## config.mk

```make
export PLATFORM = sky130hd
export DESIGN_NAME = keypad_entry
export DESIGN_NICKNAME = d
export VERILOG_FILES = /design/src/rtl/keypad_pkg.sv /design/src/rtl/keypad_entry_sync.sv /design/src/rtl/keypad_entry.sv
export SDC_FILE = /design/constraint.sdc
export NUM_CORES = 1
export LEC_CHECK = 0
export ABC_CLOCK_PERIOD_IN_PS = 4700
export CORE_MARGIN = 4
export CORE_UTILIZATION = 45
export DETAILED_ROUTE_END_ITERATION = 8
export GPL_TIMING_DRIVEN = 0
export SLEW_MARGIN = 25
export SYNTH_ARGS = -nofsm -noshare
export SYNTH_HDL_FRONTEND = slang
export SYNTH_SLANG_ARGS = --single-unit
```

## constraint.sdc

```tcl
create_clock -name clk -period 4.7 [get_ports clk]
set_input_delay 0.705 -clock clk [delete_from_list [all_inputs] [get_ports clk]]
set_output_delay 0.705 -clock clk [all_outputs]
set_load 0.03 [all_outputs]
```

## src/rtl/keypad_pkg.sv

```systemverilog
// Shared types and constants for the 4x4 keypad scanner: FSM states, per-frame
// scan result and the {row,col} -> hex key map.
package keypad_pkg;

  typedef enum logic [1:0] {
    IDLE,
    DEBOUNCE,
    HELD,
    RELEASE
  } state_e;

  typedef enum logic [1:0] {
    FR_NONE,
    FR_SINGLE,
    FR_MULTI
  } frame_res_e;

  typedef struct packed {
    frame_res_e res;
    logic [3:0] code;
  } frame_t;

  // Indexed {row[1:0], col[1:0]}; '*' reads as E and '#' as F.
  localparam logic [15:0][3:0] KEY_MAP = {
    4'hD, 4'hF, 4'h0, 4'hE,
    4'hC, 4'h9, 4'h8, 4'h7,
    4'hB, 4'h6, 4'h5, 4'h4,
    4'hA, 4'h3, 4'h2, 4'h1
  };

  function automatic logic [2:0] popcnt4(input logic [3:0] v);
    return {2'b00, v[0]} + {2'b00, v[1]} + {2'b00, v[2]} + {2'b00, v[3]};
  endfunction

  function automatic logic [1:0] first_row(input logic [3:0] v);
    logic [1:0] r;
    r = 2'd0;
    for (int i = 3; i >= 0; i--) begin
      if (v[i]) r = 2'(i);
    end
    return r;
  endfunction

endpackage

```

## src/rtl/keypad_entry_sync.sv

```systemverilog
// Two-flop synchronizer for asynchronous level inputs; reset value is a
// parameter so idle (pulled-up) lines come out of reset inactive.
module key_sync #(
  parameter int            W       = 4,
  parameter logic [W-1:0]  RST_VAL = '1
) (
  input  logic         clk,
  input  logic         rst_n,
  input  logic [W-1:0] d,
  output logic [W-1:0] q
);

  logic [W-1:0] s1_q, s2_q;

  always_ff @(posedge clk or negedge rst_n) begin
    if (!rst_n) begin
      s1_q <= RST_VAL;
      s2_q <= RST_VAL;
    end else begin
      s1_q <= d;
      s2_q <= s1_q;
    end
  end

  assign q = s2_q;

endmodule

```

## src/rtl/keypad_entry.sv

```systemverilog
// 4x4 keypad scanner: column scan, per-frame hit classification and a
// press/release debounce FSM emitting one strobed hex code per accepted press.
module keypad_entry
  import keypad_pkg::*;
#(
  parameter int SCAN_DIV       = 5000,
  parameter int DEBOUNCE_SCANS = 4
) (
  input  logic       clk,
  input  logic       clear,
  input  logic [3:0] row_in,
  output logic [3:0] col_out,
  output logic [3:0] key_code,
  output logic       key_valid,
  output logic       key_down,
  output logic       err_multi
);

  localparam int DIV_W = (SCAN_DIV > 1) ? $clog2(SCAN_DIV) : 1;
  localparam int CNT_W = $clog2(DEBOUNCE_SCANS + 1);
  localparam logic [DIV_W-1:0] DIV_LAST = DIV_W'(SCAN_DIV - 1);
  localparam logic [CNT_W-1:0] CNT_MAX  = CNT_W'(DEBOUNCE_SCANS);

  logic [3:0] row_sync;

  key_sync #(.W(4), .RST_VAL(4'hF)) u_row_sync (
    .clk   (clk),
    .rst_n (clear),
    .d     (row_in),
    .q     (row_sync)
  );

  // ---------------- scan + frame accumulation ----------------
  logic [DIV_W-1:0] div_q, div_d;
  logic [1:0]       col_q, col_d;
  logic [1:0]       acc_hits_q, acc_hits_d;
  logic [3:0]       acc_code_q, acc_code_d;
  logic             dwell_end, frame_end;
  logic [3:0]       col_hits;
  logic [2:0]       col_pc, hit_sum;
  logic [3:0]       col_code;
  frame_t           fr;

  always_comb begin
    dwell_end  = (div_q == DIV_LAST);
    frame_end  = dwell_end && (col_q == 2'd3);
    col_hits   = ~row_sync;
    col_pc     = popcnt4(col_hits);
    col_code   = KEY_MAP[{first_row(col_hits), col_q}];
    hit_sum    = {1'b0, acc_hits_q} + col_pc;

    fr.res  = (hit_sum == 3'd0) ? FR_NONE : (hit_sum == 3'd1) ? FR_SINGLE : FR_MULTI;
    fr.code = (col_pc == 3'd1) ? col_code : acc_code_q;

    div_d      = dwell_end ? '0 : div_q + DIV_W'(1);
    col_d      = dwell_end ? col_q + 2'd1 : col_q;
    acc_hits_d = acc_hits_q;
    acc_code_d = acc_code_q;
    if (frame_end) begin
      acc_hits_d = 2'd0;
      acc_code_d = 4'h0;
    end else if (dwell_end) begin
      // Saturate at 2: anything beyond "more than one" is just MULTI.
      acc_hits_d = (hit_sum >= 3'd2) ? 2'd2 : hit_sum[1:0];
      if (col_pc == 3'd1) acc_code_d = col_code;
    end
  end

  always_ff @(posedge clk or negedge clear) begin
    if (!clear) begin
      div_q      <= '0;
      col_q      <= 2'd0;
      acc_hits_q <= 2'd0;
      acc_code_q <= 4'h0;
    end else begin
      div_q      <= div_d;
      col_q      <= col_d;
      acc_hits_q <= acc_hits_d;
      acc_code_q <= acc_code_d;
    end
  end

  assign col_out = ~(4'b0001 << col_q);

  // ---------------- debounce FSM ----------------
  state_e           state_q, state_d;
  logic [3:0]       cand_q, cand_d;
  logic [CNT_W-1:0] cnt_q, cnt_d, cnt_inc;
  logic [3:0]       key_code_q, key_code_d;
  logic             key_valid_q, key_valid_d;
  logic             key_down_q, key_down_d;
  logic             err_multi_q, err_multi_d;
  logic             press, accept;
  logic [3:0]       accept_code;

  always_comb begin
    state_d     = state_q;
    cand_d      = cand_q;
    cnt_d       = cnt_q;
    key_code_d  = key_code_q;
    key_valid_d = 1'b0;
    key_down_d  = key_down_q;
    err_multi_d = 1'b0;
    accept      = 1'b0;
    accept_code = cand_q;
    press       = (fr.res == FR_SINGLE);
    cnt_inc     = (cnt_q == CNT_MAX) ? cnt_q : cnt_q + CNT_W'(1);

    if (frame_end) begin
      err_multi_d = (fr.res == FR_MULTI);
      unique case (state_q)
        IDLE: begin
          if (press) begin
            cand_d = fr.code;
            cnt_d  = CNT_W'(1);
            if (CNT_MAX == CNT_W'(1)) begin
              accept      = 1'b1;
              accept_code = fr.code;
            end else begin
              state_d = DEBOUNCE;
            end
          end
        end
        DEBOUNCE: begin
          if (!press) begin
            state_d = IDLE;
          end else if (fr.code != cand_q) begin
            cand_d = fr.code;
            cnt_d  = CNT_W'(1);
          end else begin
            cnt_d = cnt_inc;
            if (cnt_inc >= CNT_MAX) accept = 1'b1;
          end
        end
        HELD: begin
          // Any press, even a different key, just keeps the hold alive.
          if (!press) begin
            cnt_d = CNT_W'(1);
            if (CNT_MAX == CNT_W'(1)) begin
              state_d    = IDLE;
              key_down_d = 1'b0;
            end else begin
              state_d = RELEASE;
            end
          end
        end
        RELEASE: begin
          if (press) begin
            state_d = HELD;
          end else begin
            cnt_d = cnt_inc;
            if (cnt_inc >= CNT_MAX) begin
              state_d    = IDLE;
              key_down_d = 1'b0;
            end
          end
        end
        default: state_d = IDLE;
      endcase

      if (accept) begin
        state_d     = HELD;
        key_code_d  = accept_code;
        key_valid_d = 1'b1;
        key_down_d  = 1'b1;
      end
    end
  end

  always_ff @(posedge clk or negedge clear) begin
    if (!clear) begin
      state_q     <= IDLE;
      cand_q      <= 4'h0;
      cnt_q       <= '0;
      key_code_q  <= 4'h0;
      key_valid_q <= 1'b0;
      key_down_q  <= 1'b0;
      err_multi_q <= 1'b0;
    end else begin
      state_q     <= state_d;
      cand_q      <= cand_d;
      cnt_q       <= cnt_d;
      key_code_q  <= key_code_d;
      key_valid_q <= key_valid_d;
      key_down_q  <= key_down_d;
      err_multi_q <= err_multi_d;
    end
  end

  assign key_code  = key_code_q;
  assign key_valid = key_valid_q;
  assign key_down  = key_down_q;
  assign err_multi = err_multi_q;

endmodule

```

Word-level counts from Yosys, hierarchy flattened

Memory sizes are Yosys's and may differ from the RTL's.
Index checks and enable logic that the tools add are counted.

Bits of input ports: 6
Memories kept: 1
Logic and storage cells: 104
Register bits: 45
Bits in read-only memories: 64
Output and inout bits: 11

Reductions and logical operators: 12
Add/subtract/negate cells: 7
Equal/unequal tests: 21
Shift operators: 1
Bitwise logic cells: 2
Muxes and demuxes: 44
Magnitude comparators: 3

Memories:

| name            | words | bits a word | rd ports | clocked after Yosys merged registers in | wr ports | line               | RTL |
|---|---|---|---|---|---|---|---|
| (no name shown) | 16    | 4           | 1        | 0                                       | 0        | keypad_entry.sv:49 | `col_code = KEY_MAP[{first_row(col_hits), col_q}];` |

Operators with widths:

| kind                                                       | count |
|---|---|
| two-way mux 2 bit                                          | 15 |
| two-way mux 4 bit                                          | 7 |
| two-way mux 3 bit                                          | 6 |
| AND reduction 5 bit                                        | 3 |
| adder 13 x 1 -> 13 bit, second input constant              | 1 |
| equality test 13 bit, second input constant                | 1 |
| two-way mux 13 bit                                         | 1 |
| two-way mux 1 bit                                          | 12 |
| one-hot mux 3 bit (4 select lines)                         | 1 |
| inequality test 2 bit, second input constant               | 5 |
| inequality test 3 bit, second input constant               | 3 |
| equality test 2 bit, second input constant                 | 4 |
| NOT 4 bit                                                  | 2 |
| one-hot mux 2 bit (4 select lines)                         | 1 |
| one-hot mux 4 bit (2 select lines)                         | 1 |
| nonzero test 2 bit                                         | 4 |
| equality test 3 x 1 -> 1 bit, second input constant        | 2 |
| less-than comparator 4 x 5 -> 1 bit, second input constant | 1 |
| equality test 2 x 1 -> 1 bit, second input constant        | 2 |
| inequality test 4 bit                                      | 1 |
| inequality test 4 bit, second input constant               | 1 |
| AND reduction 4 bit                                        | 1 |
| left shift 1 x 2 -> 4 bit, first input constant            | 1 |
| adder 2 x 1 -> 3 bit                                       | 1 |
| 13 further kinds                                           | 13 |

Depth between registers and ports, before layout

Depth in word-level cells: 15
Depth in mapped cells: 13
Depth with buffers taken out: 11

Modules after synthesis

Synthesis repeated with hierarchy kept, for this count alone.

Cells, all modules: 252
Area, all modules: 2597.5 um^2

Modules (own cells, without submodules):

| module       | times used | area each (um^2) | sequential area each (um^2) | cells each |
|---|---|---|---|---|
| keypad_entry | 1          | 2387.3           | 925.9                       | 244 |
| key_sync     | 1          | 210.2            | 210.2                       | 8 |

Worst setup path after synthesis

Ideal clock, no wire load.

Path kind: reg-to-reg
From: register u_row_sync.s2_q[0], in the netlist u_row_sync.q[0]
To: register key_code_q[0], in the netlist key_code[0]
Buffers on the path: 2
Arrival time: 3747 ps
Clock period less this slack: 3872 ps
Cell stages (with the launch flop): 14
Required time: 4575 ps
Library setup time: 125 ps
Path slack: 828 ps
Cell sequence: dfstp_2 buf_2 inv_1 fa_1 ha_1 ha_1 fa_1 xor2_1 or3b_1 buf_2 or4_4 nor2_4 nand4_4 mux2_2

Cells in the longest elaborated chain, start to end: 13
Elaborated cells on any way between the ends: 21
Classes of those cells: add/sub: 4; eq/ne: 4; mux: 9; bitwise: 1; reduce/logical: 2; memory: 1

RTL lines:

| item                              | line                    | RTL |
|---|---|---|
| start: declaration                | keypad_entry_sync.sv:13 | `logic [W-1:0] s1_q, s2_q;` |
| start signal: assignment          | keypad_entry_sync.sv:21 | `s2_q <= s1_q;` |
| NOT 4 bit (*)                     | keypad_entry.sv:47      | `col_hits = ~row_sync;` |
| adder 1 x 1 -> 2 bit              | keypad_pkg.sv:32        | `return {2'b00, v[0]} + {2'b00, v[1]} + {2'b00, v[2]} + {2'b00, v[3]};` |
| adder 2 x 1 -> 3 bit              | keypad_pkg.sv:32        |  |
| adder 3 x 1 -> 3 bit              | keypad_pkg.sv:32        |  |
| adder 2 x 3 -> 3 bit              | keypad_entry.sv:50      | `hit_sum = {1'b0, acc_hits_q} + col_pc;` |
| equality test 3 x 1 -> 1 bit      | keypad_entry.sv:52      | `fr.res = (hit_sum == 3'd0) ? FR_NONE : (hit_sum == 3'd1) ? FR_SINGLE : FR_MULTI;` |
| two-way mux 2 bit (2 in a row)    | keypad_entry.sv:52      |  |
| equality test 2 x 1 -> 1 bit      | keypad_entry.sv:106     | `press = (fr.res == FR_SINGLE);` |
| two-way mux 1 bit (*)             | keypad_entry.sv:125     | `if (!press) begin` |
| two-way mux 1 bit (*)             | keypad_entry.sv:111     | `unique case (state_q)` |
| two-way mux 1 bit (*)             | keypad_entry.sv:109     | `if (frame_end) begin` |
| AND reduction 2 bit (no line) (*) | --                      |  |
| end signal: assignment            | keypad_entry.sv:183     | `key_code_q <= key_code_d;` |
| end: declaration                  | keypad_entry.sv:89      | `logic [3:0] key_code_q, key_code_d;` |

Mark *: on every way between the ends. The rest lies on a longest branch, timed or not. The select of a mux whose other input is x is not followed.
A chain may end at the register's enable or synchronous reset.

Final worst setup path

From: register u_row_sync.s2_q[0], in the netlist u_row_sync.q[0]
To: register key_code_q[2], in the netlist key_code[2]

Same word-level chain as after synthesis.

==> flow_results.xml <==
<?xml version="1.0" encoding="UTF-8"?>
<metrics>
  <group name="die">
    <metric name="core_region_area" unit="µm²">5200</metric>
    <metric name="die_extent_in_x" unit="µm">82.0</metric>
    <metric name="floorplan.die_area" unit="µm²">6720</metric>
    <metric name="placementRows" unit="">26</metric>
    <metric name="die_height" unit="µm">82.0</metric>
    <metric name="pin_count" unit="">17</metric>
    <metric name="floorplan.initialDensity" unit="">0.473</metric>
  </group>
  <group name="clock_tree">
    <metric name="clkLatencyLatePin" unit="ns">0.30</metric>
    <metric name="tritoncts.num_buffers" unit="">5</metric>
    <metric name="ctsHtreeMaxLevel" unit="">2</metric>
    <metric name="cts_tree" unit="">built</metric>
    <metric name="cts.path.max_buffers" unit="">2</metric>
    <metric name="ctsResizeCount" unit="">0</metric>
    <metric name="clock_sink_count" unit="">45</metric>
    <metric name="post_cts_hold_buffer_count" unit="">0</metric>
    <metric name="root_buffer" unit="">clkbuf_8</metric>
    <metric name="post_cts_setup_buffer_count" unit="">0</metric>
    <metric name="cts.clk_slew.worst_paths" unit="ns">0.09</metric>
  </group>
  <group name="power_and_ir_drop">
    <metric name="vdd_ir_drop_max" unit="µV">174</metric>
    <metric name="total_power_per_unit_cell_area" unit="nW/µm²">259</metric>
    <metric name="leakagePower" unit="nW">1.28</metric>
  </group>
  <group name="logic_synthesis">
    <metric name="largest_family_of_logic_cells_by_synthesized_area" unit="">simple AND/OR/NAND/NOR gates</metric>
    <metric name="ys_types" unit="">55</metric>
    <metric name="syn_inst_count" unit="">221</metric>
    <metric name="synth_fa_ha_area_frac" unit="">0.0824</metric>
    <metric name="seq_cells_post_synth" unit="">45</metric>
    <metric name="synth.largest_area_cell" unit="">dfrtp_1</metric>
    <metric name="syn_nets" unit="">242</metric>
    <metric name="synth_async_sr_flop_share" unit="">1.00</metric>
    <metric name="synth_mux_area_frac" unit="">0.0366</metric>
    <metric name="synth_compound_area_frac" unit="">0.140</metric>
    <metric name="synthTopCellsByCount" unit="">dfrtp_1, nor2_1, inv_1, nand2_1, ha_1</metric>
    <metric name="synth_area_per_inst" unit="µm²">11.1</metric>
    <metric name="post_synth_main_area_contributors" unit="">dfrtp_1, dfstp_2, ha_1</metric>
    <metric name="main_synth_ff_type" unit="">dfrtp_1</metric>
    <metric name="synth.cell_area" unit="µm²">2460</metric>
    <metric name="yosys_top_cell_area_share" unit="">0.376</metric>
    <metric name="synth_edf_count" unit="">0</metric>
    <metric name="synth-seq-area-share" unit="">0.462</metric>
    <metric name="yosysWarnings" unit="">0</metric>
    <metric name="synth-xor-area-share" unit="">0.0605</metric>
    <metric name="synth-simple-area-share" unit="">0.185</metric>
    <metric name="yosysMostFrequentCell" unit="">dfrtp_1</metric>
  </group>
  <group name="setup_path">
    <metric name="critical_path.cell_chain" unit="">buf_2, inv_1, fa_1, ha_1, ha_1, fa_1, xor2_1, or3b_1, buf_2, or4_4, nor2_4, nand4_4, mux2_2</metric>
    <metric name="cp.required" unit="ns">4.89</metric>
    <metric name="cpLargestDelayFamily" unit="">adder cells</metric>
    <metric name="worst_path_largest_cell_delay" unit="ns">0.53</metric>
    <metric name="reg2reg_setup_slack" unit="ns">0.60</metric>
    <metric name="criticalPathCategory" unit="">reg2reg</metric>
    <metric name="critical_path.reg2reg.endpoint" unit="">key_code[2]</metric>
    <metric name="timing.critical_path.from_type" unit="">flop</metric>
    <metric name="top_fanout_value_on_the_critical_path" unit="">10</metric>
    <metric name="worst_ep_arrival_time" unit="ns">4.28</metric>
    <metric name="crit_slowest_cell" unit="">dfstp_2</metric>
    <metric name="worst_r2r_startpoint" unit="">u_row_sync.q[0]</metric>
    <metric name="worst-r2r-cell-count" unit="">13</metric>
    <metric name="critical_path.n_buffers_inverters" unit="">3</metric>
    <metric name="nature_of_the_critical_path_endpoint" unit="">flop</metric>
  </group>
  <group name="status">
    <metric name="status" unit="">finished, final reports clean</metric>
  </group>
  <group name="placement">
    <metric name="final_weighted_congestion_in_routability_driven_placement" unit="">0.830</metric>
    <metric name="dp.final_hpwl" unit="µm">3470</metric>
    <metric name="placed_cells_incl_taps" unit="">308</metric>
    <metric name="placement.io_buffers" unit="">16</metric>
  </group>
  <group name="finish">
    <metric name="n_antenna_cell" unit="">0</metric>
    <metric name="flow.area_growth_from_synthesis" unit="%">14.6</metric>
    <metric name="fillCellCount" unit="">465</metric>
    <metric name="drive_gt1_frac" unit="">0.171</metric>
    <metric name="post-route-util" unit="">0.542</metric>
    <metric name="final_net_count" unit="">266</metric>
    <metric name="final-instance-count-excl-fill" unit="">316</metric>
  </group>
  <group name="timing">
    <metric name="drv_slew" unit="">0</metric>
    <metric name="grt_setup_unrepaired" unit="">no</metric>
    <metric name="min_period_over_period" unit="">0.872</metric>
    <metric name="finalClockSkew" unit="ns">0.0147</metric>
    <metric name="worst_slew_pin_slew" unit="ns">0.663</metric>
    <metric name="final-setup-viol-count" unit="">0</metric>
    <metric name="setup_tns" unit="ns">0</metric>
    <metric name="finalHoldViolCount" unit="">0</metric>
    <metric name="max_freq" unit="GHz">0.244</metric>
    <metric name="layout_min_cycle_time" unit="ns">4.10</metric>
    <metric name="max-slew-margin-rel" unit="">0.556</metric>
  </group>
  <group name="global_routing">
    <metric name="grt_usage" unit="">0.159</metric>
    <metric name="first_global_vias" unit="">1723</metric>
    <metric name="first_pass_grt_wire_length" unit="µm">8070</metric>
    <metric name="grt_overflow_total" unit="">0</metric>
    <metric name="number_of_antenna_violations_at_the_first_check_in_global_routing" unit="">0</metric>
    <metric name="maximum_number_of_pins_on_one_net_before_global_route_repair" unit="">24</metric>
  </group>
  <group name="route">
    <metric name="route.detailed.vias_per_inst" unit="">5.43</metric>
    <metric name="detailedRoute.firstPassIterationCount" unit="">4</metric>
    <metric name="detail_route.wl_per_cell" unit="µm">14.8</metric>
    <metric name="vias" unit="">1715</metric>
    <metric name="detail_route.iter0.violations" unit="">96</metric>
    <metric name="drt.antenna.violating_nets" unit="">0</metric>
    <metric name="routed_wl" unit="µm">4690</metric>
    <metric name="drc" unit="">0</metric>
  </group>
  <group name="min_path">
    <metric name="hold_end" unit="">u_row_sync.q[1]</metric>
    <metric name="hold_depth" unit="">0</metric>
    <metric name="worst_hold_startpoint" unit="">u_row_sync.s1_q[1]</metric>
    <metric name="timing.hold.worst.class" unit="">reg2reg</metric>
  </group>
  <group name="job">
    <metric name="max-cap-violations" unit="">0</metric>
  </group>
</metrics>
-- final cells by class --
cell class | instances | area, µm² | share of cell area
tap | 70 | 87.6 | 0.0310
clock buffer | 5 | 68.8 | 0.0244
multi-input combinational | 155 | 1240 | 0.440
inverter | 15 | 56.3 | 0.0200
clock inverter | 3 | 21.3 | 0.00754
timing repair buffer | 17 | 183 | 0.0647
buffer | 6 | 27.5 | 0.00976
sequential | 45 | 1140 | 0.403
-- per-layer routing --
layer	vias up	track usage	routed length, µm
met1	846	0.207	2150
met5	-	0	0
met4	0	0.0482	29
met3	2	0.0329	178
li1	837	-	-
met2	30	0.264	2330
-- worst register-to-register path: stages, from the launching register on --
cell	delay [ns]
dfstp_2	0.53
buf_2	0.20
inv_1	0.10
fa_1	0.48
ha_1	0.20
ha_1	0.34
fa_1	0.39
xor2_1	0.16
or3b_1	0.36
buf_2	0.16
or4_4	0.44
nor2_4	0.14
nand4_4	0.16
mux2_2	0.32
-- per-stage QoR --
step / hold slack, ns / power [mW] / setup WS, ns / cell area, µm²
after detailed placement: 0.347 / 0.496 / 0.599 / 2730
final: 0.358 / 0.731 / 0.604 / 2820
after floorplan: 0.345 / 0.466 / 0.828 / 2460
after global routing: 0.362 / 0.774 / 0.404 / 2820
after CTS: 0.360 / 0.744 / 0.579 / 2820
after global placement: 0.346 / 0.492 / 0.643 / 2710
-- kinds of logic (layout without fill, tap and decap cells) --
kind of cell             Yosys count  count (layout)
XOR/XNOR                          17              17
AND/OR/NAND/NOR                   74              74
buffers and inverters             21              46
flip-flops                        45              45
AO/OA/AOI/OAI                     41              41
multiplexers                       8               8
adder cells (fa/ha/maj)           15              15
-- state kept, by name, indices dropped and copies added, names as in the netlist --
name             flops
key_down             1
accept_code          4
u_row_sync.q         4
state_q              2
cnt_q                3
key_code             4
col_q                2
err_multi            1
acc_hits_q           2
div_q               13
u_row_sync.s1_q      4
acc_code_q           4
key_valid            1
-- power by group --
group / switching [mW] / total (mW) / internal [mW]
Combinational: 0.0547 / 0.0922 / 0.0375
Sequential: 0.00257 / 0.396 / 0.393
Clock: 0.138 / 0.243 / 0.106
-- placed cells by master, fill, tap and decap left out, types with 3 or more instances in the layout --
master,n
dfrtp_1,37
buf_2,5
mux2_2,8
dfstp_2,8
nor4bb_1,3
a31oi_1,3
a21o_1,3
nor2_1,16
clkbuf_8,5
and3_1,7
clkdlybuf4s50_1,15
inv_1,15
xor2_1,7
nand3_1,8
o21ai_0,4
nor3b_1,4
o31ai_1,4
xnor2_1,10
a221o_1,3
ha_1,13
a22o_1,4
nand2_1,15
-- worst max path at each step --
stage               startpoint          end  slack, ns  cells after the start
3_3_place_gp   u_row_sync.q[1]  key_code[2]       0.64                     13
4_1_cts        u_row_sync.q[0]  key_code[0]       0.58                     13
5_1_grt        u_row_sync.q[1]  key_code[0]       0.40                     13
3_5_place_dp   u_row_sync.q[0]  key_code[2]       0.60                     13
6_report       u_row_sync.q[0]  key_code[2]       0.60                     13
2_1_floorplan  u_row_sync.q[0]  key_code[0]       0.83                     13
(Power assumes the default switching activity.)
==> RTL change, RTL diff (same flow settings) <==
Change the parameter `DEBOUNCE_SCANS` from 4 to 8.
--- a/src/rtl/keypad_entry.sv
+++ b/src/rtl/keypad_entry.sv
@@ -5,5 +5,5 @@
 #(
   parameter int SCAN_DIV       = 5000,
-  parameter int DEBOUNCE_SCANS = 4
+  parameter int DEBOUNCE_SCANS = 8
 ) (
   input  logic       clk,
Formal check against the unedited RTL: same outputs for any inputs over 10 cycles, from zero or initial values; that may be too few to reach the edited logic, so the function may still have changed.
==> RTL change against the unedited design <==
Total power increased by 9.0%; setup slack improved by 35 ps; clock power increased by 23%; sequential cell count increased by 1; design area increased by 4.2%; count of clock-buffer cells in the layout increased by 2; wire length increased by 5.1%; synthesized area increased by 3.9%; critical path type unchanged; highest routed layer unchanged.
==> RTL change: results (changes against the unedited design) <==
[min_path]
hp-class=in2async

[logic_synthesis]
ys.flop_type=dfrtp_1
ys_warn_count=0  ; unchanged
ys_types=54  ; -1.8%
synthTopCellsByCount=dfrtp_1 (38), nand2_1 (19), nor2_1 (19), inv_1 (16), nand3_1 (15)
synth_area_leaders=dfrtp_1 (37%), dfstp_2 (8.2%), ha_1 (6.4%), mux2_1 (3.1%), xnor2_1 (3.1%)
ys_seq_area_share_pct=45.4  ; -0.76 points
syn_nets=269  ; +11%
synth-async-reset-ratio_pct=100  ; unchanged

[finish]
largest_register_ffs=13  ; unchanged
nets=293  ; +10%
nFillCells=506  ; +8.8%
regMostFlops=div_q
drive_gt1_share_pct=9.16  ; -7.9 points

[detailed_routing]
dr_wl_met2_um=2260  ; -3.3%
drcViolationCount=0  ; unchanged
dr.pass1.iters=4  ; unchanged
via_per_inst=5.43  ; +0.14%
initialDrtViolationCount=85  ; -11%
wl_per_cell_um=14.3  ; -3.8%
dr_wl_met3_um=179  ; +0.56%
wl_met1_um=2430  ; +13%

[global_route]
grt_pass1_wl_um=8690  ; +7.7%
grtUsageMet2_pct=23.4  ; -3.0 points
grt_busiest_layer=met2
antenna_found_initial=0  ; unchanged
use_met3_pct=2.98  ; -0.31 points
grt_util_all_layers_pct=15.1  ; -0.72 points
grt_max_degree=31  ; +29%
grt_pass1_vias=1793  ; +4.1%
use_met1_pct=21.6  ; +0.91 points

[clocking]
clk_pin_slew_worst_paths_ps=80
post-cts-setup-buffers=0  ; unchanged
numCtsBuffers=5  ; unchanged
cts-resized-gates=0  ; unchanged
htree_levels=2  ; unchanged
clock_path_buffers=2  ; unchanged
clk_latency_ps=290
clock-root-buffer=clkbuf_8

[place]
io_buffers=16  ; unchanged
hpwl_um=3760  ; +8.3%
dpl_cell_area_um2=2820  ; +3.3%
gp_congestion=0.789  ; -5.0%

[setup_path]
slowest_delay_ps=550  ; +20 ps
r2r_cells=11  ; -2
reg2reg_slack_ps=640  ; +40 ps
rr_endpoint=cnt_q[0]
cpMaxStageDelayCell=dfstp_2
crit_family=compound AO/OA/AOI/OAI gates
rr_startpoint=u_row_sync.q[0]

[power]
power_leakage_nw=1.29  ; +0.72%
ir_worst_vdd_mv=0.152  ; -12%
p_comb_share_pct=11.6  ; -1.0 points
pg_seq_w=0.000404  ; +2%
p_int_w=0.000608  ; +13%

[run_status]
status=finished, final reports clean

[sta]
tightestPinTransition_ps=576  ; -87.5 ps
finClkSkew_ps=7.74  ; -7.01 ps

-- RTL change: cell count changes in the layout (fill, tap and decap cells not counted), sizes merged, moves of 3 or more --
cell	before	now
nand3	8	15
clkbuf	7	12
a21oi	2	6
nand2	15	19
nand2b	1	5
nor3b	6	2
o21ai	5	9
o2111ai	0	3
-- RTL change: layout make-up --
type / instances / area share, %
flip-flops and latches: 46 / 39.5
clock buffers: 7 / 2.94
repair buffers: 17 / 5.96
inverters: 16 / 2.04
multi-input cells: 179 / 44.5
well taps: 72 / 3.07
plain buffers: 7 / 0.979
clock inverters: 1 / 1.02
-- RTL change: worst max path at each step --
stage	start	endpoint	slack [ps]	cells after the start
after floorplan	u_row_sync.q[0]	key_code[0]	1050	12
after global placement	u_row_sync.q[0]	cnt_q[0]	660	11
after detailed placement	u_row_sync.q[0]	cnt_q[0]	590	11
after CTS	u_row_sync.q[0]	cnt_q[0]	600	11
after global routing	u_row_sync.q[0]	cnt_q[0]	340	11
final	u_row_sync.q[0]	cnt_q[0]	640	11
-- RTL change: metrics by stage --
| stage | hold slack [ps] | setup slack, ps | total power (W) | cells | util (%) |
|---|---|---|---|---|---|
| finish | 337 | 639 | 0.000797 | 345 | 53.4 |
| global route | 347 | 342 | 0.000841 | 345 | 53.4 |
| CTS | 333 | 604 | 0.000812 | 345 | 53.4 |
| detailed placement | 347 | 594 | 0.000505 | 337 | 51.3 |
| global placement | 346 | 659 | 0.000502 | 336 | 51.0 |
| floorplan | 345 | 1050 | 0.000474 | 248 | - |
-- RTL change: cell families after synthesis --
logic type | count (synthesis) | share of synthesized area [%]
flops | 46 | 45.4
mux | 8 | 3.47
buf+inv | 23 | 3.47
xor+xnor | 16 | 5.48
fa+ha+maj | 15 | 7.93
compound gates | 50 | 14.8
simple gates | 90 | 19.4
